$ cat src/rtl/spi_rx_fifo_mmio.sv
// -----------------------------------------------------------------------------
// spi_rx_fifo_mmio
// Memory-mapped SPI receive peripheral for the picorv32 native memory bus.
// MOSI words of DATA_W bits (MSB first) are deserialised in the clk_in domain
// and buffered in a FIFO_DEPTH-entry RX FIFO. The FIFO is read through
// RXDATA, and status/control are available through STATUS and CTRL.
//
// Register map (mem_addr[3:2]):
//   0 RXDATA (R)     head word, zero-extended; a read pops (0 when empty)
//   1 STATUS (R/W1C) [0] not_empty, [1] full, [2] overrun (W1C), [15:8] level
//   2 CTRL   (R/W)   [0] en, [1] edge (1: sample on sck fall), [15:8] thr
//   3 reserved       reads 0, writes ignored
//
// Ports:
//   clk_in     system clock
//   rst_in     asynchronous active-high reset
//   mem_valid  bus request, held until mem_ready
//   mem_ready  one-cycle response pulse, one cycle after accept
//   mem_addr   byte address, only [3:2] decoded
//   mem_wdata  write data
//   mem_wstrb  zero = read, nonzero = full-word write
//   mem_rdata  registered read data, valid while mem_ready=1
//   spi_sck    SPI clock (asynchronous, f_clk >= 4*f_sck)
//   spi_mosi   SPI data in
//   spi_cs     SPI chip select, active low
//   irq        level interrupt (only when SPI_RX_IRQ_EN is defined)
//
// Optional feature: define SPI_RX_IRQ_EN to add the irq port, the threshold
// field CTRL[15:8] and the registered interrupt logic. Without it CTRL[15:8]
// reads 0.
// -----------------------------------------------------------------------------
module spi_rx_fifo_mmio #(
  parameter int DATA_W      = 8,
  parameter int FIFO_DEPTH  = 16,
  parameter int SYNC_STAGES = 2
) (
  input  logic        clk_in,
  input  logic        rst_in,
  input  logic        mem_valid,
  output logic        mem_ready,
  input  logic [31:0] mem_addr,
  input  logic [31:0] mem_wdata,
  input  logic [3:0]  mem_wstrb,
  output logic [31:0] mem_rdata,
  input  logic        spi_sck,
  input  logic        spi_mosi,
  input  logic        spi_cs
`ifdef SPI_RX_IRQ_EN
  ,
  output logic        irq
`endif
);

  localparam int LVL_W = $clog2(FIFO_DEPTH) + 1;
  localparam int PTR_W = LVL_W - 1;
  localparam int CNT_W = (DATA_W > 1) ? $clog2(DATA_W) : 1;
  localparam logic [CNT_W-1:0] LAST_BIT  = CNT_W'(DATA_W - 1);
  localparam logic [LVL_W-1:0] DEPTH_LVL = LVL_W'(FIFO_DEPTH);

  // Synchronisers and SPI sampling
  logic [SYNC_STAGES-1:0] sck_sync_r;
  logic [SYNC_STAGES-1:0] mosi_sync_r;
  logic [SYNC_STAGES-1:0] cs_sync_r;
  logic                   sck_d_r;
  logic                   sck_s;
  logic                   mosi_s;
  logic                   cs_s;
  logic                   rise_s;
  logic                   fall_s;
  logic                   sample_s;
  logic [DATA_W-1:0]      shift_r;
  logic [DATA_W:0]        shift_ext_s;
  logic [DATA_W-1:0]      shift_nxt_s;
  logic [CNT_W-1:0]       bitcnt_r;
  logic                   push_s;

  // FIFO
  logic [DATA_W-1:0]      fifo_mem_r [FIFO_DEPTH];
  logic [PTR_W-1:0]       wr_ptr_r;
  logic [PTR_W-1:0]       rd_ptr_r;
  logic [LVL_W-1:0]       level_r;
  logic                   empty_s;
  logic                   full_s;
  logic                   pop_s;
  logic                   push_ok_s;
  logic                   ovr_r;
  logic                   ovr_set_s;
  logic                   ovr_clr_s;

  // Bus / registers
  logic                   mem_ready_r;
  logic [31:0]            mem_rdata_r;
  logic [31:0]            rdata_nxt_s;
  logic                   accept_s;
  logic                   wr_s;
  logic [1:0]             sel_s;
  logic                   pop_req_s;
  logic                   ctrl_wr_s;
  logic                   en_r;
  logic                   edge_sel_r;
  logic [7:0]             thr_s;
  logic [7:0]             level8_s;
  logic [31:0]            head_ext_s;
  logic [31:0]            status_s;
  logic [31:0]            ctrl_s;
  logic                   unused_bits_s;

  assign unused_bits_s = ^{mem_addr[31:4], mem_addr[1:0], mem_wdata};

  // Bring the SPI pins into clk_in; cs idles high so no frame starts on reset.
  always_ff @(posedge clk_in or posedge rst_in) begin
    if (rst_in) begin
      sck_sync_r  <= {SYNC_STAGES{1'b0}};
      mosi_sync_r <= {SYNC_STAGES{1'b0}};
      cs_sync_r   <= {SYNC_STAGES{1'b1}};
      sck_d_r     <= 1'b0;
    end else begin
      sck_sync_r  <= {sck_sync_r[SYNC_STAGES-2:0], spi_sck};
      mosi_sync_r <= {mosi_sync_r[SYNC_STAGES-2:0], spi_mosi};
      cs_sync_r   <= {cs_sync_r[SYNC_STAGES-2:0], spi_cs};
      sck_d_r     <= sck_sync_r[SYNC_STAGES-1];
    end
  end

  assign sck_s    = sck_sync_r[SYNC_STAGES-1];
  assign mosi_s   = mosi_sync_r[SYNC_STAGES-1];
  assign cs_s     = cs_sync_r[SYNC_STAGES-1];
  assign rise_s   = sck_s & ~sck_d_r;
  assign fall_s   = ~sck_s & sck_d_r;
  assign sample_s = (edge_sel_r ? fall_s : rise_s) & ~cs_s & en_r;

  // The extra bit lets DATA_W=1 shift without an empty part-select.
  assign shift_ext_s = {shift_r, mosi_s};
  assign shift_nxt_s = shift_ext_s[DATA_W-1:0];
  assign push_s      = sample_s & (bitcnt_r == LAST_BIT);

  // Deserialiser; cs high or en low discards any partial word.
  always_ff @(posedge clk_in or posedge rst_in) begin
    if (rst_in) begin
      shift_r  <= {DATA_W{1'b0}};
      bitcnt_r <= {CNT_W{1'b0}};
    end else if (cs_s || !en_r) begin
      shift_r  <= {DATA_W{1'b0}};
      bitcnt_r <= {CNT_W{1'b0}};
    end else if (sample_s) begin
      shift_r  <= shift_nxt_s;
      bitcnt_r <= push_s ? {CNT_W{1'b0}} : bitcnt_r + CNT_W'(1);
    end
  end

  // Bus decode: a request is accepted only while no response is pending.
  assign accept_s  = mem_valid & ~mem_ready_r;
  assign wr_s      = |mem_wstrb;
  assign sel_s     = mem_addr[3:2];
  assign pop_req_s = accept_s & ~wr_s & (sel_s == 2'd0);
  assign ctrl_wr_s = accept_s & wr_s & (sel_s == 2'd2);
  assign ovr_clr_s = accept_s & wr_s & (sel_s == 2'd1) & mem_wdata[2];

  assign empty_s   = (level_r == {LVL_W{1'b0}});
  assign full_s    = (level_r == DEPTH_LVL);
  // A pop on an empty FIFO never happens, even if a push lands the same cycle.
  assign pop_s     = pop_req_s & ~empty_s;
  // When full, a concurrent pop frees the slot the push needs.
  assign push_ok_s = push_s & (~full_s | pop_s);
  assign ovr_set_s = push_s & full_s & ~pop_s;

  // FIFO pointers and fill level.
  always_ff @(posedge clk_in or posedge rst_in) begin
    if (rst_in) begin
      wr_ptr_r <= {PTR_W{1'b0}};
      rd_ptr_r <= {PTR_W{1'b0}};
      level_r  <= {LVL_W{1'b0}};
    end else begin
      if (push_ok_s) begin
        wr_ptr_r <= wr_ptr_r + PTR_W'(1);
      end
      if (pop_s) begin
        rd_ptr_r <= rd_ptr_r + PTR_W'(1);
      end
      if (push_ok_s && !pop_s) begin
        level_r <= level_r + LVL_W'(1);
      end else if (pop_s && !push_ok_s) begin
        level_r <= level_r - LVL_W'(1);
      end
    end
  end

  // FIFO storage; contents are don't-care until written.
  always_ff @(posedge clk_in) begin
    if (push_ok_s) begin
      fifo_mem_r[wr_ptr_r] <= shift_nxt_s;
    end
  end

  // Sticky overrun flag; a new overrun beats a simultaneous W1C.
  always_ff @(posedge clk_in or posedge rst_in) begin
    if (rst_in) begin
      ovr_r <= 1'b0;
    end else if (ovr_set_s) begin
      ovr_r <= 1'b1;
    end else if (ovr_clr_s) begin
      ovr_r <= 1'b0;
    end
  end

  // CTRL enable and sampling-edge fields.
  always_ff @(posedge clk_in or posedge rst_in) begin
    if (rst_in) begin
      en_r       <= 1'b1;
      edge_sel_r <= 1'b0;
    end else if (ctrl_wr_s) begin
      en_r       <= mem_wdata[0];
      edge_sel_r <= mem_wdata[1];
    end
  end

`ifdef SPI_RX_IRQ_EN
  logic [7:0] thr_r;
  logic       irq_r;

  // CTRL threshold field.
  always_ff @(posedge clk_in or posedge rst_in) begin
    if (rst_in) begin
      thr_r <= 8'd1;
    end else if (ctrl_wr_s) begin
      thr_r <= mem_wdata[15:8];
    end
  end

  // Registered interrupt from the registered level and overrun flag.
  always_ff @(posedge clk_in or posedge rst_in) begin
    if (rst_in) begin
      irq_r <= 1'b0;
    end else begin
      irq_r <= en_r && (((32'(level_r) >= 32'(thr_r)) && (thr_r != 8'd0)) || ovr_r);
    end
  end

  assign thr_s = thr_r;
  assign irq   = irq_r;
`else
  assign thr_s = 8'd0;
`endif

  assign level8_s   = 8'(level_r);
  assign head_ext_s = 32'(fifo_mem_r[rd_ptr_r]);
  assign status_s   = {16'h0000, level8_s, 5'b00000, ovr_r, full_s, ~empty_s};
  assign ctrl_s     = {16'h0000, thr_s, 6'b000000, edge_sel_r, en_r};

  // Read-data selection for the accepted request.
  always_comb begin
    rdata_nxt_s = 32'h0000_0000;
    case (sel_s)
      2'd0:    rdata_nxt_s = empty_s ? 32'h0000_0000 : head_ext_s;
      2'd1:    rdata_nxt_s = status_s;
      2'd2:    rdata_nxt_s = ctrl_s;
      default: rdata_nxt_s = 32'h0000_0000;
    endcase
  end

  // One-wait-state registered response.
  always_ff @(posedge clk_in or posedge rst_in) begin
    if (rst_in) begin
      mem_ready_r <= 1'b0;
      mem_rdata_r <= 32'h0000_0000;
    end else if (accept_s) begin
      mem_ready_r <= 1'b1;
      mem_rdata_r <= wr_s ? 32'h0000_0000 : rdata_nxt_s;
    end else begin
      mem_ready_r <= 1'b0;
      mem_rdata_r <= 32'h0000_0000;
    end
  end

  assign mem_ready = mem_ready_r;
  assign mem_rdata = mem_rdata_r;

endmodule

$ cat config.mk
export PLATFORM = sky130hd
export DESIGN_NAME = spi_rx_fifo_mmio
export DESIGN_NICKNAME = d
export VERILOG_FILES = /design/src/rtl/spi_rx_fifo_mmio.sv
export SDC_FILE = /design/constraint.sdc
export NUM_CORES = 1
export LEC_CHECK = 0
export CAP_MARGIN = 20
export CELL_PAD_IN_SITES_DETAIL_PLACEMENT = 2
export CELL_PAD_IN_SITES_GLOBAL_PLACEMENT = 2
export CORE_UTILIZATION = 40
export DETAILED_ROUTE_END_ITERATION = 6
export PLACE_DENSITY_LB_ADDON = 0.25
export SETUP_SLACK_MARGIN = 0.15
export SLEW_MARGIN = 20
export SYNTH_ARGS = -nofsm -noshare
export SYNTH_HDL_FRONTEND = slang
export SYNTH_SLANG_ARGS = --single-unit
$ cat constraint.sdc
create_clock -name clk_in -period 5.15 [get_ports clk_in]
set_input_delay 0.7725 -clock clk_in [delete_from_list [all_inputs] [get_ports clk_in]]
set_output_delay 0.7725 -clock clk_in [all_outputs]
set_load 0.02 [all_outputs]
==> results.yml <==
sta:
  worst_slew_pin_slew_ns: 1.04
  rsz0062_at_grt: "no"
  finalWorstSetupSlack_ns: 1.65
  fmax_ghz: 0.286
  fin_setup_tns_ns: 0
  slew_headroom_pct: 30.6
  min_period_over_period_pct: 67.9
  hold_viol_final: 0
  period_needed_ns: 3.50
  setup_viol: 0
  skew_ns: 0.00735
  slew_viol_final: 0
place:
  post-place-ws_ns: 1.19
  dp_cells: 655
  dp_hpwl_um: 10700
  routabilityCongestion: 0.739
  portBuffers: 28
clock_tree:
  h-tree-depth: 4
  cts-resized-gates: 0
  postCtsSetupBuffers: 0
  cts_hold_repair.buffers: 0
  cts_tree: "built"
  clk_pin_slew_worst_paths_ns: 0.07
  clockBufferDepth: 2
  clock_sinks: 175
  cts_root_buf: "clkbuf_16"
  clk_latency_ns: 0.43
  cts_made_buffers: 17
synth:
  ys_seq_area_share_pct: 70.3
  ys_ff_latch: 175
  synth_top_family_by_area: "multiplexers"
  synth-xor-area-share_pct: 1.23
  yosys.area.top_type: "edfxtp_1"
  yosysWarnings: 0
  synth_adder_area_share_pct: 2.38
  yosys.area_share.simple_pct: 5.18
  synthTopCellsByArea: "edfxtp_1, dfrtp_1, mux4_2, ha_1, buf_4"
  synth_top_area_share_pct: 53.8
  synthMuxAreaShare_pct: 12.3
  synth_edf_count: 128
  postSynthAreaPerCell_um2: 17.5
  synth_area_um2: 7140
  synth_flop_cell: "edfxtp_1"
  async_reset_ff_share_pct: 26.9
  synth_compound_area_share_pct: 4.62
  syn_inst: 408
  ys_types: 53
power_and_ir_drop:
  p_sw_share_pct: 21.1
  p_sw_uw: 632
  combPwrFrac_pct: 2.2
  p_int_mw: 2.37
  p_leak_nw: 3.10
  power.density_nw_per_um2: 363
  ir_worst_vdd_mv: 0.260
  power_frac_seq_pct: 50.9
  pwr-share-clk_pct: 46.9
  total_power_mw: 3.00
min_path:
  min_from: "mosi_sync_r[0]$_DFF_PP0_"
  hp-class: "flip-flop to flip-flop"
  hold_depth: 0
  hold_end: "mosi_sync_r[1]$_DFF_PP0_"
route:
  drt_iter0_drc: 312
  drc: 0
  routed-via-count: 3685
  ant_nets: 0
  wl_per_cell_um: 24.3
  avgViaCountPerCell: 5.36
  dr.pass1.iters: 5
  wl_um: 16700
critical_path:
  ff2ff_path_depth: 11
  crit_type: "input pin to flip-flop"
  endpoint_kind: "flip-flop"
  crit_buf_inv: 3
  reg2reg_slack_ns: 1.70
  path_delay_family: "compound AO/OA/AOI/OAI gates"
  cpMaxStageDelayCell: "nor4_1"
  r2r_end: "level_r[4]$_DFFE_PP0P_"
  crit_arrival_ns: 3.86
  cpPeakStageDelay_ns: 0.56
  crit_path_start_kind: "input pin"
  path_common_cell: "ha_1"
  critical_path_required_ns: 5.51
  worstPathMaxFanout: 7
  r2r_start: "level_r[1]$_DFFE_PP0P_"
  crit_path_cell_trace: "clkdlybuf4s50_1 -> nor4_1 -> o2111a_1 -> o311ai_4 -> inv_4 -> ha_1 -> inv_1 -> ha_1 -> a21o_1 -> a21oi_1 -> mux2i_1 -> xnor2_1"
global_routing:
  grt_max_degree: 48
  antenna_found_initial: 0
  grt_overflow_total: 0
  grtUsageTotal_pct: 19.8
  grt_pass1_wl_um: 25600
  first_global_vias: 4161
final_layout:
  final_cell_mix: "edfxtp_1, dfrtp_1, mux4_2"
  final_layout_size_suffix_gt1_share_pct: 22.1
  fin_util_pct: 47.7
  nNetsFinal: 536
  fin_cells: 687
  final_common_cell: "edfxtp_1"
  area_growth_pct: 15.9
  insertedDiodeCount: 0
floorplanning:
  num_rows: 48
  die_w_um: 136
  die-area_um2: 18400
  die_h_um: 136
  core-area_um2: 17400
  start_util_pct: 41.2
  io_pins: 107
run_status:
  status: "finished, final reports clean"
run:
  cap_violations: 0
[worst max-delay path by stage]
| stage | depth (start not counted) | start | endpoint | slack (ns) |
|---|---|---|---|---|
| global route | 12 | mem_wstrb[3] | level_r[4]$_DFFE_PP0P_ | 1.44 |
| floorplan | 12 | level_r[1]$_DFFE_PP0P_ | level_r[4]$_DFFE_PP0P_ | 2.02 |
| CTS | 12 | mem_wstrb[3] | level_r[4]$_DFFE_PP0P_ | 1.60 |
| detailed placement | 12 | mem_wstrb[3] | level_r[4]$_DFFE_PP0P_ | 1.19 |
| finish | 12 | mem_wstrb[3] | level_r[4]$_DFFE_PP0P_ | 1.65 |
| global placement | 12 | mem_wstrb[3] | level_r[4]$_DFFE_PP0P_ | 1.29 |
[state kept, by name, indices dropped and copies added (netlist names)]
name         count
bitcnt_r         3
cs_sync_r        2
edge_sel_r       1
en_r             1
fifo_mem_r     128
level_r          5
mem_rdata       13
mem_ready        1
mosi_sync_r      2
ovr_r            1
rd_ptr_r         4
sck_d_r          1
sck_sync_r       2
shift_r          7
wr_ptr_r         4
[routing by layer]
layer	wire, µm	GRT usage, %
met1	7260	25.7
met2	8730	33.0
met3	584	4.15
met4	112	6.55
met5	0	0
[worst reg2reg max path: stages, from the launching register on]
cell      delay (ns)
dfrtp_1         0.43
or4_4           0.60
o2111a_1        0.33
o311ai_4        0.48
inv_4           0.12
ha_1            0.25
inv_1           0.16
ha_1            0.27
a21o_1          0.19
a21oi_1         0.18
mux2i_1         0.24
xnor2_1         0.13
[cells by family after synthesis]
| kind of cell | after synthesis |
|---|---|
| xor+xnor | 10 |
| mux | 49 |
| fa+ha+maj | 13 |
| simple gates | 66 |
| buf+inv | 47 |
| flops | 175 |
| compound gates | 47 |
| other cells | 1 |
[final cells by class]
class	instances	area (µm²)
clock buffer	20	478
clock inverter	12	170
fill	1590	9080
inverter	11	43.8
multi-input combinational	204	1910
sequential	175	5020
tap	225	282
timing repair buffer	40	370
[stage by stage]
stage,hold WS [ns],cell area [µm²]
finish,0.350,8280
global route,0.360,8280
CTS,0.352,8280
detailed placement,0.337,7630
global placement,0.332,7630
floorplan,0.331,7210
[power by group through the flow]
stage	Combinational, mW	Clock, mW	Sequential (mW)
after detailed placement	0.0654	0	1.56
after global placement	0.0613	0	1.56
after CTS	0.0674	1.43	1.53
after floorplan	0.0504	0	1.55
final	0.0660	1.41	1.53
after global routing	0.0725	1.47	1.53
[cells in the mapped netlist (2+ instances only)]
cell,count
nand2_1,15
nor2b_1,4
and3_2,4
a211oi_1,4
nand3_1,6
nor3b_1,5
nand2b_1,2
buf_6,2
xnor2_1,9
and2_1,8
buf_2,5
o22ai_1,3
ha_1,12
a21oi_1,9
mux2i_1,8
dfrtp_1,44
nor2_1,11
edfxtp_1,128
dfstp_2,3
a22o_1,8
buf_4,19
o21ai_0,14
mux2_2,11
mux4_2,30
inv_1,9
clkbuf_1,8
No activity file was read; power rests on OpenSTA's default activity.
